**config.mk**
```make
export PLATFORM = sky130hd
export DESIGN_NAME = bus_timer_fifo_responder
export DESIGN_NICKNAME = d
export VERILOG_FILES = /design/src/rtl/bus_timer_fifo_responder.sv
export SDC_FILE = /design/constraint.sdc
export NUM_CORES = 1
export LEC_CHECK = 0
export CELL_PAD_IN_SITES_DETAIL_PLACEMENT = 0
export CELL_PAD_IN_SITES_GLOBAL_PLACEMENT = 1
export CORE_ASPECT_RATIO = 1.1
export CORE_MARGIN = 5
export CORE_UTILIZATION = 52
export DETAILED_ROUTE_END_ITERATION = 8
export GPL_ROUTABILITY_DRIVEN = 0
export PLACE_DENSITY_LB_ADDON = 0.1
export SLEW_MARGIN = 20
export SYNTH_ARGS = -nofsm -noshare
export SYNTH_HDL_FRONTEND = slang
export SYNTH_SLANG_ARGS = --single-unit
```
**constraint.sdc**
```tcl
create_clock -name clk -period 10.95 [get_ports clk]
set_input_delay 1.6425 -clock clk [delete_from_list [all_inputs] [get_ports clk]]
set_output_delay 1.6425 -clock clk [all_outputs]
set_load 0.02 [all_outputs]
```
**src/rtl/bus_timer_fifo_responder.sv**
```systemverilog
// bus_timer_fifo_responder
//   Memory-mapped peripheral on the CPU data bus. It holds a prescaled 32-bit
//   timer with compare match and interrupt, plus an output FIFO that drains to
//   an external consumer over a valid/ready handshake.
//
// Ports
//   clk, rst         clock, synchronous active-high reset
//   addr, cs, wr_rd  bus address (only addr[4:2] decoded), select, 1=write
//   data_bus_write   bus write data
//   data_bus_read    combinational read data, 0 when cs=0
//   irq              match_flag & CTRL.ien
//   out_data         FIFO head
//   out_valid        FIFO non-empty
//   out_ready        consumer accepts head this cycle
//
// Register map (addr[4:2])
//   0 CTRL     {ien, autoreload, en}
//   1 STATUS   [15:8] fifo count, [3] overflow W1C, [2] full, [1] empty,
//              [0] match_flag W1C
//   2 PRESCALE 3 COMPARE 4 COUNT 5 FIFO (write pushes, read peeks head)
module bus_timer_fifo_responder #(
  parameter int FIFO_DEPTH = 8,
  parameter int PRESCALE_W = 16
) (
  input  logic        clk,
  input  logic        rst,
  input  logic [31:0] addr,
  input  logic        cs,
  input  logic        wr_rd,
  input  logic [31:0] data_bus_write,
  output logic [31:0] data_bus_read,
  output logic        irq,
  output logic [31:0] out_data,
  output logic        out_valid,
  input  logic        out_ready
);

  localparam int PTR_W = (FIFO_DEPTH > 1) ? $clog2(FIFO_DEPTH) : 1;
  localparam int CNT_W = $clog2(FIFO_DEPTH + 1);

  localparam logic [2:0] OFF_CTRL     = 3'd0;
  localparam logic [2:0] OFF_STATUS   = 3'd1;
  localparam logic [2:0] OFF_PRESCALE = 3'd2;
  localparam logic [2:0] OFF_COMPARE  = 3'd3;
  localparam logic [2:0] OFF_COUNT    = 3'd4;
  localparam logic [2:0] OFF_FIFO     = 3'd5;

  logic [2:0]            ctrl;
  logic                  match_flag;
  logic                  overflow;
  logic [PRESCALE_W-1:0] prescale;
  logic [PRESCALE_W-1:0] pre_cnt;
  logic [31:0]           compare;
  logic [31:0]           count;

  logic [31:0]           mem [FIFO_DEPTH];
  logic [PTR_W-1:0]      wr_ptr, rd_ptr;
  logic [CNT_W-1:0]      fifo_cnt;

  logic [2:0] off;
  logic       we, tick, hit;
  logic       fifo_empty, fifo_full, push, pop, do_push;
  logic [7:0] cnt8;

  // Upper/lower address bits are decoded by the CPU, not here.
  logic unused_addr;
  assign unused_addr = ^{addr[31:5], addr[1:0]};

  assign off  = addr[4:2];
  assign we   = cs & wr_rd;
  assign tick = ctrl[0] && (pre_cnt == prescale);
  assign hit  = tick && (count == compare);

  assign fifo_empty = (fifo_cnt == '0);
  assign fifo_full  = (fifo_cnt == CNT_W'(FIFO_DEPTH));
  assign push       = we && (off == OFF_FIFO);
  assign pop        = out_valid & out_ready;
  // A push into a full FIFO only lands if the same edge frees a slot.
  assign do_push    = push && (!fifo_full || pop);

  assign out_valid = !fifo_empty;
  assign out_data  = mem[rd_ptr];
  assign irq       = match_flag & ctrl[2];
  assign cnt8      = 8'(fifo_cnt);

  always_comb begin
    data_bus_read = '0;
    if (cs && !wr_rd) begin
      case (off)
        OFF_CTRL:     data_bus_read = {29'd0, ctrl};
        OFF_STATUS:   data_bus_read = {16'd0, cnt8, 4'd0, overflow, fifo_full,
                                       fifo_empty, match_flag};
        OFF_PRESCALE: data_bus_read = 32'(prescale);
        OFF_COMPARE:  data_bus_read = compare;
        OFF_COUNT:    data_bus_read = count;
        OFF_FIFO:     data_bus_read = out_valid ? out_data : 32'd0;
        default:      data_bus_read = '0;
      endcase
    end
  end

  always_ff @(posedge clk) begin
    if (rst) begin
      ctrl       <= '0;
      match_flag <= 1'b0;
      overflow   <= 1'b0;
      prescale   <= '0;
      pre_cnt    <= '0;
      compare    <= '0;
      count      <= '0;
      wr_ptr     <= '0;
      rd_ptr     <= '0;
      fifo_cnt   <= '0;
    end else begin
      if (we && off == OFF_CTRL)     ctrl     <= data_bus_write[2:0];
      if (we && off == OFF_PRESCALE) prescale <= data_bus_write[PRESCALE_W-1:0];
      if (we && off == OFF_COMPARE)  compare  <= data_bus_write;

      // Bus write to COUNT beats a coincident tick.
      if (we && off == OFF_COUNT)
        count <= data_bus_write;
      else if (tick)
        count <= (hit && ctrl[1]) ? 32'd0 : count + 32'd1;

      // Reprogramming COUNT or PRESCALE restarts the prescale period.
      if ((we && (off == OFF_COUNT || off == OFF_PRESCALE)) || tick)
        pre_cnt <= '0;
      else if (ctrl[0])
        pre_cnt <= pre_cnt + 1'b1;

      // Set beats W1C clear on the same edge.
      match_flag <= hit | (match_flag &
                    ~(we && off == OFF_STATUS && data_bus_write[0]));
      overflow   <= (push && fifo_full && !pop) | (overflow &
                    ~(we && off == OFF_STATUS && data_bus_write[3]));

      if (do_push) wr_ptr <= wr_ptr + 1'b1;
      if (pop)     rd_ptr <= rd_ptr + 1'b1;
      case ({do_push, pop})
        2'b10:   fifo_cnt <= fifo_cnt + 1'b1;
        2'b01:   fifo_cnt <= fifo_cnt - 1'b1;
        default: fifo_cnt <= fifo_cnt;
      endcase
    end
  end

  // Storage needs no reset; occupancy is tracked by fifo_cnt.
  always_ff @(posedge clk) begin
    if (do_push) mem[wr_ptr] <= data_bus_write;
  end

endmodule

```
== Word level (Yosys, flattened, before mapping) ==
Memories as Yosys holds them, arrays and structs flattened. A register that Yosys moved wholly into a read port is not among the register bits.
Cells that the tools add are included.
Storage, ports and cells
  register bits after elaboration: 111
  memories kept: 1
  bits of input ports: 69
  bits in writable memories: 256
Cells by class
  reductions and logical operators: 28
  mux-type cells: 11
  eq/ne operators: 10
  add/subtract/negate cells: 6
  bitwise logic cells: 9
Memories
  mem: depth 8, width 32, read ports 1, clocked after memory_dff 1, wr ports 1, RTL line 56  | logic [31:0] mem [FIFO_DEPTH];
Operator list (count)
  $pmux W32 S6: 1
  $mux W32: 5
  $add A32 B1 Y32 const B: 1
  $eq A32 B32 Y1: 1
  $add A16 B1 Y16 const B: 1
  $eq A16 B16 Y1: 1
  $logic_and A1 B1 Y1: 16
  $pmux W4 S2: 1
  $add A3 B1 Y3 const B: 2
  $eq A3 B2 Y1 const B: 2
  $eq A3 B3 Y1 const B: 2
  $mux W3: 2
  $and A1 B1 Y1: 5
  $add A4 B1 Y4 const B: 1
  $eq A4 B4 Y1 const B: 1
  $logic_not A1 Y1: 4
  $logic_not A4 Y1: 1
  $reduce_bool A2 Y1: 2
  $sub A4 B1 Y4 const B: 1
  $eq A3 B1 Y1 const B: 1
  $logic_not A3 Y1: 1
  $logic_or A1 B1 Y1: 3
  $eq A2 B1 Y1 const B: 1
  $eq A2 B2 Y1 const B: 1
  4 further kinds: 7

== Depth between registers and ports, before layout ==
  word-level depth: 7
  depth in mapped cells: 11
  mapped depth without buffers: 9

== Least setup slack after synthesis ==
No wires, ideal clock.
  path kind: input-to-reg
  start: in addr[4]
  end: mem mem[0][0] (enable)
  setup slack: 4800 ps
  cell stages on the path: 6
  required time: 10448 ps
  library setup time: 502 ps
  arrival: 5648 ps
  cell sequence: clkbuf_1 nor2b_1 nand4_1 inv_1 o21ai_0 nor4_1
Between the ends
  word-level cells in the longest chain between the ends: 5
Ends and longest elaborated chain
  start, declared: RTL line 27  | input logic [31:0] addr,
  $eq A3 B3 Y1: RTL line 76  | assign push = we && (off == OFF_FIFO);
  $logic_and A1 B1 Y1: RTL line 76
  $logic_and A1 B1 Y1: RTL line 79  | assign do_push = push && (!fifo_full || pop);
  $mux W1: RTL line 149  | if (do_push) mem[wr_ptr] <= data_bus_write;
  $mux W1 (not written as such): RTL line 149
  end, declared: RTL line 56
Every way passes these cells.

== Worst setup path in the final report ==
  start: in addr[3]
  end: out data_bus_read[31]
Between the ends
  word-level cells in the longest chain between the ends: 3
  elaborated cells on any way between the ends: 8
Ends and longest elaborated chain
  $eq A3 B3 Y1, or another cell as far along: RTL line 89  | case (off)
  $pmux W32 S6 *: RTL line 89
  $mux W32 *: RTL line 88  | if (cs && !wr_rd) begin
  end, declared: RTL line 31  | output logic [31:0] data_bus_read,
Mark *: on every way between the ends. The rest lies on a longest branch, timed or not.

==> results.sh <==
export IMPL_max_slew_margin_pct=32.87
export IMPL_stdcell_area_sq_um=18880
export IMPL_vias=10590
export IMPL_final_cell_mix="edfxtp_1, nand2_1, nor2_1"
export IMPL_syn_num_nets=1305
export IMPL_async_reset_ff_share_pct=0
export IMPL_coreArea_sq_um=30510
export IMPL_cts_buffers=39
export IMPL_synth_edf_count=256
export IMPL_r2r_end="count[8]$_SDFFE_PP0P_"
export IMPL_ys_ff_latch=370
export IMPL_fin_crit_sh_pct=65.24
export IMPL_cp_start_kind="input pin"
export IMPL_placed_cell_area_sq_um=17580
export IMPL_drt_pass1_iter_count=7
export IMPL_remaining_drc_errors=0
export IMPL_synthCells=1231
export IMPL_drt_iter0_drc=1033
export IMPL_path_max_fanout=19
export IMPL_port_buffer_count=105
export IMPL_met3_usage_pct=4.061
export IMPL_grt_max_degree=78
export IMPL_clk_latency_ps=530
export IMPL_clockBufferDepth=3
export IMPL_postCtsResizedCells=0
export IMPL_worstHoldPathType="register to register"
export IMPL_cts_sinks=370
export IMPL_diodes=0
export IMPL_critical_path_class="input pin to output port"
export IMPL_rsz0062_at_grt="false"
export IMPL_ys_flop_type="edfxtp_1"
export IMPL_start_util_pct=52.87
export IMPL_grt_use_met1_pct=34.54
export IMPL_rr_startpoint="pre_cnt[6]$_SDFFE_PP0P_"
export IMPL_reg2reg_depth=7
export IMPL_grt_pass1_wl_um=65250
export IMPL_io_pins=135
export IMPL_nets=1389
export IMPL_wire_per_inst_um=24.43
export IMPL_drive_gt1_share_pct=15.99
export IMPL_busiest_layer="met2"
export IMPL_multiInputGateArea_sq_um=5838
export IMPL_htreeDepth=2
export IMPL_syn_cell_area_sq_um=16130
export IMPL_ir_drop_mv=0.1562
export IMPL_rows=67
export IMPL_status="complete, no violations"
export IMPL_powerDensity_nw_per_um2=181.8
export IMPL_cp_data_required_time_ps=9310
export IMPL_setup_tns_ps=0
export IMPL_skew_ps=13.00
export IMPL_r2r_slack_ps=7580
export IMPL_dp_hpwl_um=27570
export IMPL_ys_warn_count=0
export IMPL_track_usage_pct=24.78
export IMPL_synth_cell_types=53
export IMPL_drv_slew=0
export IMPL_final_common_cell="edfxtp_1"
export IMPL_post_cts_buffers=0
export IMPL_clock_fmax_ghz=0.1400
export IMPL_fillers=2480
export IMPL_grt_overflow=0
export IMPL_maxCapViolCount=0
export IMPL_clkTransAtPathRegs_ps=60
export IMPL_grt_antenna_before_repair=0
export IMPL_hold_viol_final=0
export IMPL_fin_crit_ps=7144
export IMPL_postCtsHoldBufs=0
export IMPL_arrival_ps=5500
export IMPL_setup_viol=0
export IMPL_ant_nets=0
export IMPL_startpoint="addr[3]"
export IMPL_grt_pass1_vias=10550
export IMPL_yosysSeqAreaShare_pct=61.79
export IMPL_area_growth_pct=16.99
export IMPL_use_met2_pct=39.89
export IMPL_seq_area_sq_um=9976
export IMPL_wl_um=42980
export IMPL_fp_dieArea_sq_um=34650
export IMPL_vias_per_cell=6.020
export IMPL_cp_end_kind="output port"
export IMPL_max_slew_worst_pin_slew_ps=996.4
export IMPL_die_w_um=178.0
export IMPL_synth_area_per_cell_sq_um=13.11
export IMPL_clock_tree_root_cell="clkbuf_16"
export IMPL_dieHeight_um=194.7
export IMPL_cp_endpoint="data_bus_read[31]"
export IMPL_cts_tree="yes"
export IMPL_leakage_nw=6.128
## worst min-delay path by stage
stage                             startpoint  cells after the start  slack, ps                        to
finish                 match_flag$_SDFF_PP0_                      2        470     match_flag$_SDFF_PP0_
global route        compare[30]$_SDFFE_PP0P_                      2        510  compare[30]$_SDFFE_PP0P_
CTS                    match_flag$_SDFF_PP0_                      2        470     match_flag$_SDFF_PP0_
detailed placement     match_flag$_SDFF_PP0_                      2        460     match_flag$_SDFF_PP0_
global placement       match_flag$_SDFF_PP0_                      2        460     match_flag$_SDFF_PP0_
floorplan              match_flag$_SDFF_PP0_                      2        440     match_flag$_SDFF_PP0_
## layout make-up
class	instances	area share, %
Clock buffer	50	5.555
Clock inverter	21	1.293
Inverter	4	0.07954
Multi-Input combinational cell	770	30.93
Sequential cell	370	52.85
Tap cell	414	2.744
Timing Repair Buffer	130	6.549
## synth_stat cells (2+ instances only)
cell	number	area (sq um)
and4_1	7	61.31
nand4b_1	4	35.03
nand3_1	29	145.1
xor2_1	58	508.0
mux2_2	45	506.7
edfxtp_1	256	7687
nand2_1	140	525.5
nor3_1	13	65.06
nand3b_1	8	60.06
ha_1	5	62.56
nor4_1	13	81.33
mux4_2	65	1464
dfxtp_1	114	2282
buf_1	6	22.52
a31oi_1	9	56.30
a222oi_1	31	310.3
nand2b_1	3	18.77
a21oi_1	63	315.3
nor2b_1	8	50.05
or3b_2	2	17.52
a22o_1	4	35.03
xnor2_1	16	140.1
buf_6	2	22.52
and3_1	11	68.82
a21o_1	5	37.54
nor2_1	121	454.2
o21bai_1	2	15.01
mux2i_1	7	70.07
o21ai_0	38	190.2
or3_2	4	30.03
clkbuf_1	70	262.8
or4_1	5	37.54
and2_1	6	37.54
nand4_1	11	68.82
a311oi_1	22	192.7
inv_1	4	15.01
buf_2	4	20.02
clkbuf_2	2	10.01
a211oi_1	4	30.03
## report_power, final
| part | internal, mW | switching [mW] |
|---|---|---|
| logic | 0.274 | 0.261 |
| clock network | 0.797 | 0.529 |
| registers | 1.51 | 0.0590 |
## cells by family after synthesis
family	Yosys count	share of synthesized area (%)
AND/OR/NAND/NOR	394	11.34
multiplexers	117	12.65
AO/OA/AOI/OAI	180	7.429
adder cells (fa/ha/maj)	5	0.3877
buffers and inverters	91	2.388
XOR/XNOR	74	4.017
flip-flops	370	61.79
## state kept, by name, summed over array words and instances (netlist names), named ones only
| register | flops |
|---|---|
| wr_ptr | 3 |
| match_flag | 1 |
| pre_cnt | 16 |
| ctrl | 3 |
| overflow | 1 |
| count | 32 |
| mem | 256 |
| fifo_cnt | 4 |
| prescale | 16 |
| rd_ptr | 3 |
| compare | 32 |
## layer usage
metal  routed length [um]  up-vias
li1                     -     4843
met1                18420     5299
met2                20710      365
met3                 2389       83
met4                 1459        0
met5                    0        -
## critical path, cell delays in order
cell and delay (ps):
clkdlybuf4s50_1 950, nor2b_1 870, and2_1 860, a222oi_1 380, nor2_1 170, clkdlybuf4s50_1 620
## stage by stage
step	util, %	hold slack [ps]	setup WS (ps)	std cells	power, mW
floorplan	-	437.1	4800	1231	1.934
global placement	57.62	460.7	3928	1688	2.137
detailed placement	57.62	460.0	3924	1688	2.140
CTS	61.86	470.6	3916	1759	3.466
global route	61.86	506.8	3726	1759	3.560
finish	61.86	468.8	3806	1759	3.431
(Power assumes the default switching activity.)
